## src/rtl/data_sram_resp.sv

```systemverilog
// Responder end of the data-side sram-like bus, fronting a single-port synchronous
// word RAM. Responses return in accept order after a fixed LATENCY cycles.
module data_sram_resp #(
    parameter int ADDR_W  = 10,
    parameter int LATENCY = 2,
    parameter int MAX_OUT = 2
) (
    input  logic              clk,
    input  logic              resetn,
    input  logic              data_sram_req,
    input  logic              data_sram_wr,
    input  logic [1:0]        data_sram_size,
    input  logic [3:0]        data_sram_wstrb,
    input  logic [31:0]       data_sram_addr,
    input  logic [31:0]       data_sram_wdata,
    output logic              data_sram_addr_ok,
    output logic              data_sram_data_ok,
    output logic [31:0]       data_sram_rdata,
    input  logic              stall,
    output logic              ram_en,
    output logic [3:0]        ram_wen,
    output logic [ADDR_W-1:0] ram_addr,
    output logic [31:0]       ram_wdata,
    input  logic [31:0]       ram_rdata
);

    localparam int CNT_W = $clog2(MAX_OUT + 1);
    localparam logic [CNT_W-1:0] CNT_MAX = CNT_W'(MAX_OUT);

    logic              handshake;
    logic [CNT_W-1:0]  out_cnt_reg;
    logic [CNT_W-1:0]  out_cnt_next;
    logic [LATENCY:1]  valid_reg;
    logic              rd1_reg;
    logic [31:0]       stage1_word;
    logic [31:0]       resp_word;

    // Size and the address bits outside the word index carry no meaning here.
    logic unused_ok;
    assign unused_ok = ^{data_sram_size, data_sram_addr[31:ADDR_W+2], data_sram_addr[1:0]};

    // Acceptance uses the registered count, so a slot freed by data_ok opens next cycle.
    assign data_sram_addr_ok = data_sram_req && !stall && (out_cnt_reg < CNT_MAX) && resetn;
    assign handshake         = data_sram_req && data_sram_addr_ok;

    assign ram_en    = handshake;
    assign ram_wen   = (handshake && data_sram_wr) ? data_sram_wstrb : 4'b0000;
    assign ram_addr  = data_sram_addr[ADDR_W+1:2];
    assign ram_wdata = data_sram_wdata;

    always_comb begin
        out_cnt_next = out_cnt_reg;
        case ({handshake, data_sram_data_ok})
            2'b10:   out_cnt_next = out_cnt_reg + 1'b1;
            2'b01:   out_cnt_next = out_cnt_reg - 1'b1;
            default: out_cnt_next = out_cnt_reg;
        endcase
    end

    always_ff @(posedge clk or negedge resetn) begin
        if (!resetn) begin
            out_cnt_reg <= '0;
        end else begin
            out_cnt_reg <= out_cnt_next;
        end
    end

    always_ff @(posedge clk or negedge resetn) begin
        if (!resetn) begin
            valid_reg <= '0;
            rd1_reg   <= 1'b0;
        end else begin
            valid_reg[1] <= handshake;
            for (int k = 2; k <= LATENCY; k++) begin
                valid_reg[k] <= valid_reg[k-1];
            end
            rd1_reg <= handshake && !data_sram_wr;
        end
    end

    // RAM data is only meaningful in the cycle right after a read strobe.
    assign stage1_word = rd1_reg ? ram_rdata : 32'h0;

    generate
        if (LATENCY == 1) begin : g_comb
            assign resp_word = valid_reg[1] ? stage1_word : 32'h0;
        end else begin : g_pipe
            logic [31:0] word_reg [LATENCY:2];

            always_ff @(posedge clk or negedge resetn) begin
                if (!resetn) begin
                    for (int k = 2; k <= LATENCY; k++) begin
                        word_reg[k] <= '0;
                    end
                end else begin
                    word_reg[2] <= valid_reg[1] ? stage1_word : 32'h0;
                    for (int k = 3; k <= LATENCY; k++) begin
                        word_reg[k] <= valid_reg[k-1] ? word_reg[k-1] : 32'h0;
                    end
                end
            end

            assign resp_word = valid_reg[LATENCY] ? word_reg[LATENCY] : 32'h0;
        end
    endgenerate

    assign data_sram_data_ok = valid_reg[LATENCY];
    assign data_sram_rdata   = resp_word;

endmodule

```

## config.mk

```make
export PLATFORM = sky130hd
export DESIGN_NAME = data_sram_resp
export DESIGN_NICKNAME = d
export VERILOG_FILES = /design/src/rtl/data_sram_resp.sv
export SDC_FILE = /design/constraint.sdc
export NUM_CORES = 1
export LEC_CHECK = 0
export ABC_AREA = 1
export CORE_AREA = 2 2 108 79
export DETAILED_ROUTE_END_ITERATION = 10
export DIE_AREA = 0 0 110 81
export MAX_ROUTING_LAYER = met4
export PLACE_DENSITY = 0.71
export SLEW_MARGIN = 20
export SYNTH_ARGS = -nofsm -noshare
export SYNTH_HDL_FRONTEND = slang
export SYNTH_SLANG_ARGS = --single-unit
```

## constraint.sdc

```tcl
create_clock -name clk -period 3.87 [get_ports clk]
set_clock_uncertainty 0.1 [all_clocks]
set_input_delay 0.387 -clock clk [delete_from_list [all_inputs] [get_ports clk]]
set_output_delay 0.387 -clock clk [all_outputs]
set_load 0.01 [all_outputs]
```

# Word-level counts from Yosys, hierarchy flattened
# Cells that the tools add are included.
dict set report word_totals {
  ram_bits 0
  mem_count 0
  out_inout_bits 81
  latchBits 0
  rom_bits 0
  input_bits 107
  regBits 37
}
dict set report classes {
  add_sub_neg 2
  n_bitwise 0
  order_cmp 1
  n_shift 0
  mul 0
  div 0
  muxes 5
  eq_ne 2
  n_reduce_logical 9
}
# op n
set ops {}
lappend ops {{two-way mux 32 bit} 3}
lappend ops {{logical AND 1 bit} 6}
lappend ops {{two-way mux 4 bit} 1}
lappend ops {{case mux 2 bit (2 select lines)} 1}
lappend ops {{adder 2 x 1 -> 2 bit, second input constant} 1}
lappend ops {{== test 2 x 1 -> 1 bit, second input constant} 1}
lappend ops {{== test 2 bit, second input constant} 1}
lappend ops {{zero test 1 bit} 2}
lappend ops {{< comparator 2 bit, second input constant} 1}
lappend ops {{nonzero test 2 bit} 1}
lappend ops {{subtractor 2 x 1 -> 2 bit, second input constant} 1}

# Longest topological paths before layout
dict set report logic_depth {
  depth_word 7
  mapped_depth 8
  ltp_nobuf 8
}

# Least setup slack after synthesis
# OpenSTA, ideal clock, no wires.
dict set report synth_timing {
  path_type {input port to flip-flop}
  from {in stall}
  to {reg out_cnt_reg[1]}
  arrival_ps 1140
  stages 7
  setup_time_ps 117
  slack_ps 2513
  path_cell_list {nor2_2 nand3_1 ha_1 inv_1 nand3_1 nand2_1 nand2_1}
}
dict set report synth_via {
  elab_chain_len 7
  word_cells_on_any_way 9
  classes_between {eq/ne: 2; mux: 1; reduce/logical: 6}
}
# element line_no
set synth_lines {}
lappend synth_lines {{from (decl)} 19} ;# input logic stall,
lappend synth_lines {{zero test 1 bit (*)} 43} ;# assign data_sram_addr_ok = data_sram_req && !stall && (out_cnt_reg < CNT_MAX) && resetn;
lappend synth_lines {{logical AND 1 bit (*) (3 in a row)} 43}
lappend synth_lines {{logical AND 1 bit (*)} 44} ;# assign handshake = data_sram_req && data_sram_addr_ok;
lappend synth_lines {{== test 2 x 1 -> 1 bit / == test 2 bit (equally long branches)} 53} ;# case ({handshake, data_sram_data_ok})
lappend synth_lines {{case mux 2 bit (2 select lines) / nonzero test 2 bit (equally long branches)} n/a}
lappend synth_lines {{to (signal assigned)} 64} ;# out_cnt_reg <= out_cnt_next;
lappend synth_lines {{to (decl)} 31} ;# logic [CNT_W-1:0] out_cnt_reg;
# Every way passes the cells marked *; elsewhere a longest branch is shown, timed or not.
# A chain may end at the register's enable or synchronous reset.

# Final worst setup path
dict set report layout_timing {
  from {reg valid_reg[2] in the netlist's numbering}
  to {out data_sram_rdata[19]}
}
dict set report layout_via {
  elab_chain_len 1
}
# element line_no
set layout_lines {}
lappend layout_lines {{from (decl)} 33} ;# logic [LATENCY:1] valid_reg;
lappend layout_lines {{from (signal, indexed assignment)} 75} ;# valid_reg[k] <= valid_reg[k-1];
lappend layout_lines {{two-way mux 32 bit} 103} ;# assign resp_word = valid_reg[LATENCY] ? word_reg[LATENCY] : 32'h0;
lappend layout_lines {{to (decl)} 18} ;# output logic [31:0] data_sram_rdata,
# Every way passes these cells.

==> results.sh <==
export IMPL_outcome="finished clean"
export IMPL_grt_max_degree=38
export IMPL_cp_start_kind="register"
export IMPL_clockBufferDepth=2
export IMPL_pin_count=188
export IMPL_ys_seq_elements=37
export IMPL_placeableCoreArea_sq_mm=0.00802
export IMPL_ys_warn_count=0
export IMPL_wirelength_met1_mm=1.51
export IMPL_dp_hpwl_mm=2.61
export IMPL_reg2reg_to="out_cnt_reg[1]"
export IMPL_synth_cells=240
export IMPL_power_mw=0.808
export IMPL_h_tree_depth=2
export IMPL_grt_setup_unrepaired="false"
export IMPL_gr_usage_all_layers_pct=8.83
export IMPL_syn_area_sq_mm=0.00192
export IMPL_synth_nets=348
export IMPL_cts_resized=0
export IMPL_final_hold_violation_count=0
export IMPL_powerDensity_mw_per_mm2=316
export IMPL_routed_wl_mm=3.58
export IMPL_setup_viol=0
export IMPL_critPathKind="register to output port"
export IMPL_die_area_sq_mm=0.00891
export IMPL_drive_gt1_share_pct=4.64
export IMPL_via_per_inst=3.59
export IMPL_grt_pass1_vias=1341
export IMPL_rows=28
export IMPL_syn_area_per_cell_sq_um=7.99
export IMPL_clk_latency_ns=0.28
export IMPL_wl_per_cell_um=9.30
export IMPL_yosysSeqAreaShare_pct=48.3
export IMPL_cts_hold_buf=0
export IMPL_grt_pass1_wl_mm=5.89
export IMPL_slowest_delay_ns=0.74
export IMPL_r2r_cells=5
export IMPL_timing_critical_path_buf_inv=2
export IMPL_reg2reg_from="valid_reg[2]"
export IMPL_slew_headroom_pct=57.7
export IMPL_first_iter_violations=19
export IMPL_drc_errors=0
export IMPL_period_minus_slack_ns=2.25
export IMPL_dpl_cell_area_sq_mm=0.00246
export IMPL_dpl_cell_count=377
export IMPL_peakVddDrop_mv=0.151
export IMPL_fin_cells=385
export IMPL_root_buffer="clkbuf_8"
export IMPL_wl_met2_mm=1.58
export IMPL_antenna_found_initial=0
export IMPL_slowest_stage="dfrtp_2"
export IMPL_first_pass_iters=4
export IMPL_cts_tree="yes"
export IMPL_vias=1381
export IMPL_p_leak_nw=1.54
export IMPL_end_kind="output port"
export IMPL_path_max_fanout=34
export IMPL_antenna_cells=0
export IMPL_path_cells="nand2_1, inv_1, clkdlybuf4s50_1"
export IMPL_post_route_cell_area_sq_mm=0.00256
export IMPL_required_ns=3.38
export IMPL_worstHoldPathType="primary input to async pin"
export IMPL_wl_met3_um=467
export IMPL_slew_viol_final=0
export IMPL_largest_reg_flops=32
export IMPL_gp_congestion=0.657
export IMPL_tightest_slew_ns=0.632
export IMPL_top_layer="met4"
export IMPL_path_clk_slew_ns=0.07
export IMPL_fin_crit_sh_pct=58.1
export IMPL_crit_family="flip-flops"
export IMPL_reg2reg_slack_ns=2.29
export IMPL_floorplan_initialDensity_pct=23.9
export IMPL_ant_nets=0
export IMPL_cts_buffers=5
export IMPL_max_cap_violations=0
export IMPL_fin_util_pct=31.9
export IMPL_fmax_mhz=444
export IMPL_cts_num_sinks=37
export IMPL_cp_arrival_ns=1.76
export IMPL_ys_types=12
export IMPL_die_x_um=110
export IMPL_gr_total_overflow=0
export IMPL_fillCellCount=867
export IMPL_cts_setup_buffers=0
export IMPL_fin_setup_tns_ns=0
export IMPL_die_h_um=81
export IMPL_io_buffers=79
export IMPL_synthToLayoutAreaGrowth_pct=33.6
export IMPL_fin_nets=387
area by class of cell:
class | count | area, sq um | area share [%]
multi-input cells | 81 | 330 | 12.9
inverters | 74 | 278 | 10.8
flip-flops and latches | 37 | 927 | 36.2
repair buffers | 80 | 793 | 31.0
clock inverters | 1 | 5.00 | 0.195
well taps | 105 | 131 | 5.13
clock buffers | 7 | 96.3 | 3.76
routing by layer:
metal | track usage, % | vias up
li1 | - | 685
met1 | 9.46 | 615
met2 | 14.2 | 75
met3 | 4.98 | 6
met4 | 2.28 | 0
met5 | - | -
synthesized netlist by cell type, drive strengths merged:
master	number	area [sq um]
buf	48	383
dfrtp	37	926
ha	1	12.5
inv	74	278
nand2	37	141
nand3	2	10.0
nand4	2	12.5
nor2	38	145
xnor2	1	8.76
logic make-up (layout without fill, tap and decap cells):
logic type	Yosys count	after routing	synth area share, %
XOR/XNOR	1	1	0.457
adder cells (fa/ha/maj)	1	1	0.653
AND/OR/NAND/NOR	79	79	16.1
flip-flops	37	37	48.3
buffers and inverters	122	162	34.5
metrics by stage:
step | setup WS (ns) | hold WS (ns)
floorplan | 2.51 | -0.00859
global placement | 1.53 | 0.276
detailed placement | 1.51 | 0.281
CTS | 1.20 | 0.109
global route | 1.45 | 0.131
finish | 1.62 | 0.0956
how the worst max path moves through the flow:
stage / end / cells after the start / start / slack [ns]
floorplan: out_cnt_reg[1] / 7 / stall / 2.51
global placement: data_sram_rdata[2] / 3 / valid_reg[2] / 1.53
detailed placement: data_sram_rdata[19] / 3 / valid_reg[2] / 1.51
CTS: data_sram_rdata[19] / 3 / valid_reg[2] / 1.20
global route: data_sram_rdata[10] / 3 / valid_reg[2] / 1.45
finish: data_sram_rdata[19] / 3 / valid_reg[2] / 1.62
where the power goes:
group          internal [mW]  total, mW  switching [mW]  leakage [nW]
Combinational         0.0581     0.0969          0.0388         0.971
Clock                  0.161      0.291           0.130        0.0542
Sequential             0.401      0.421          0.0201         0.511
layout by cell type (no fill, tap or decap), types with 2 or more instances in the layout:
| cell type | instances |
|---|---|
| nand2_1 | 36 |
| inv_1 | 74 |
| nand3_1 | 2 |
| nand4_1 | 2 |
| dfrtp_1 | 36 |
| clkdlybuf4s50_1 | 78 |
| clkbuf_8 | 7 |
| nor2_1 | 37 |
Note: power is estimated with default switching activity, not from simulation.
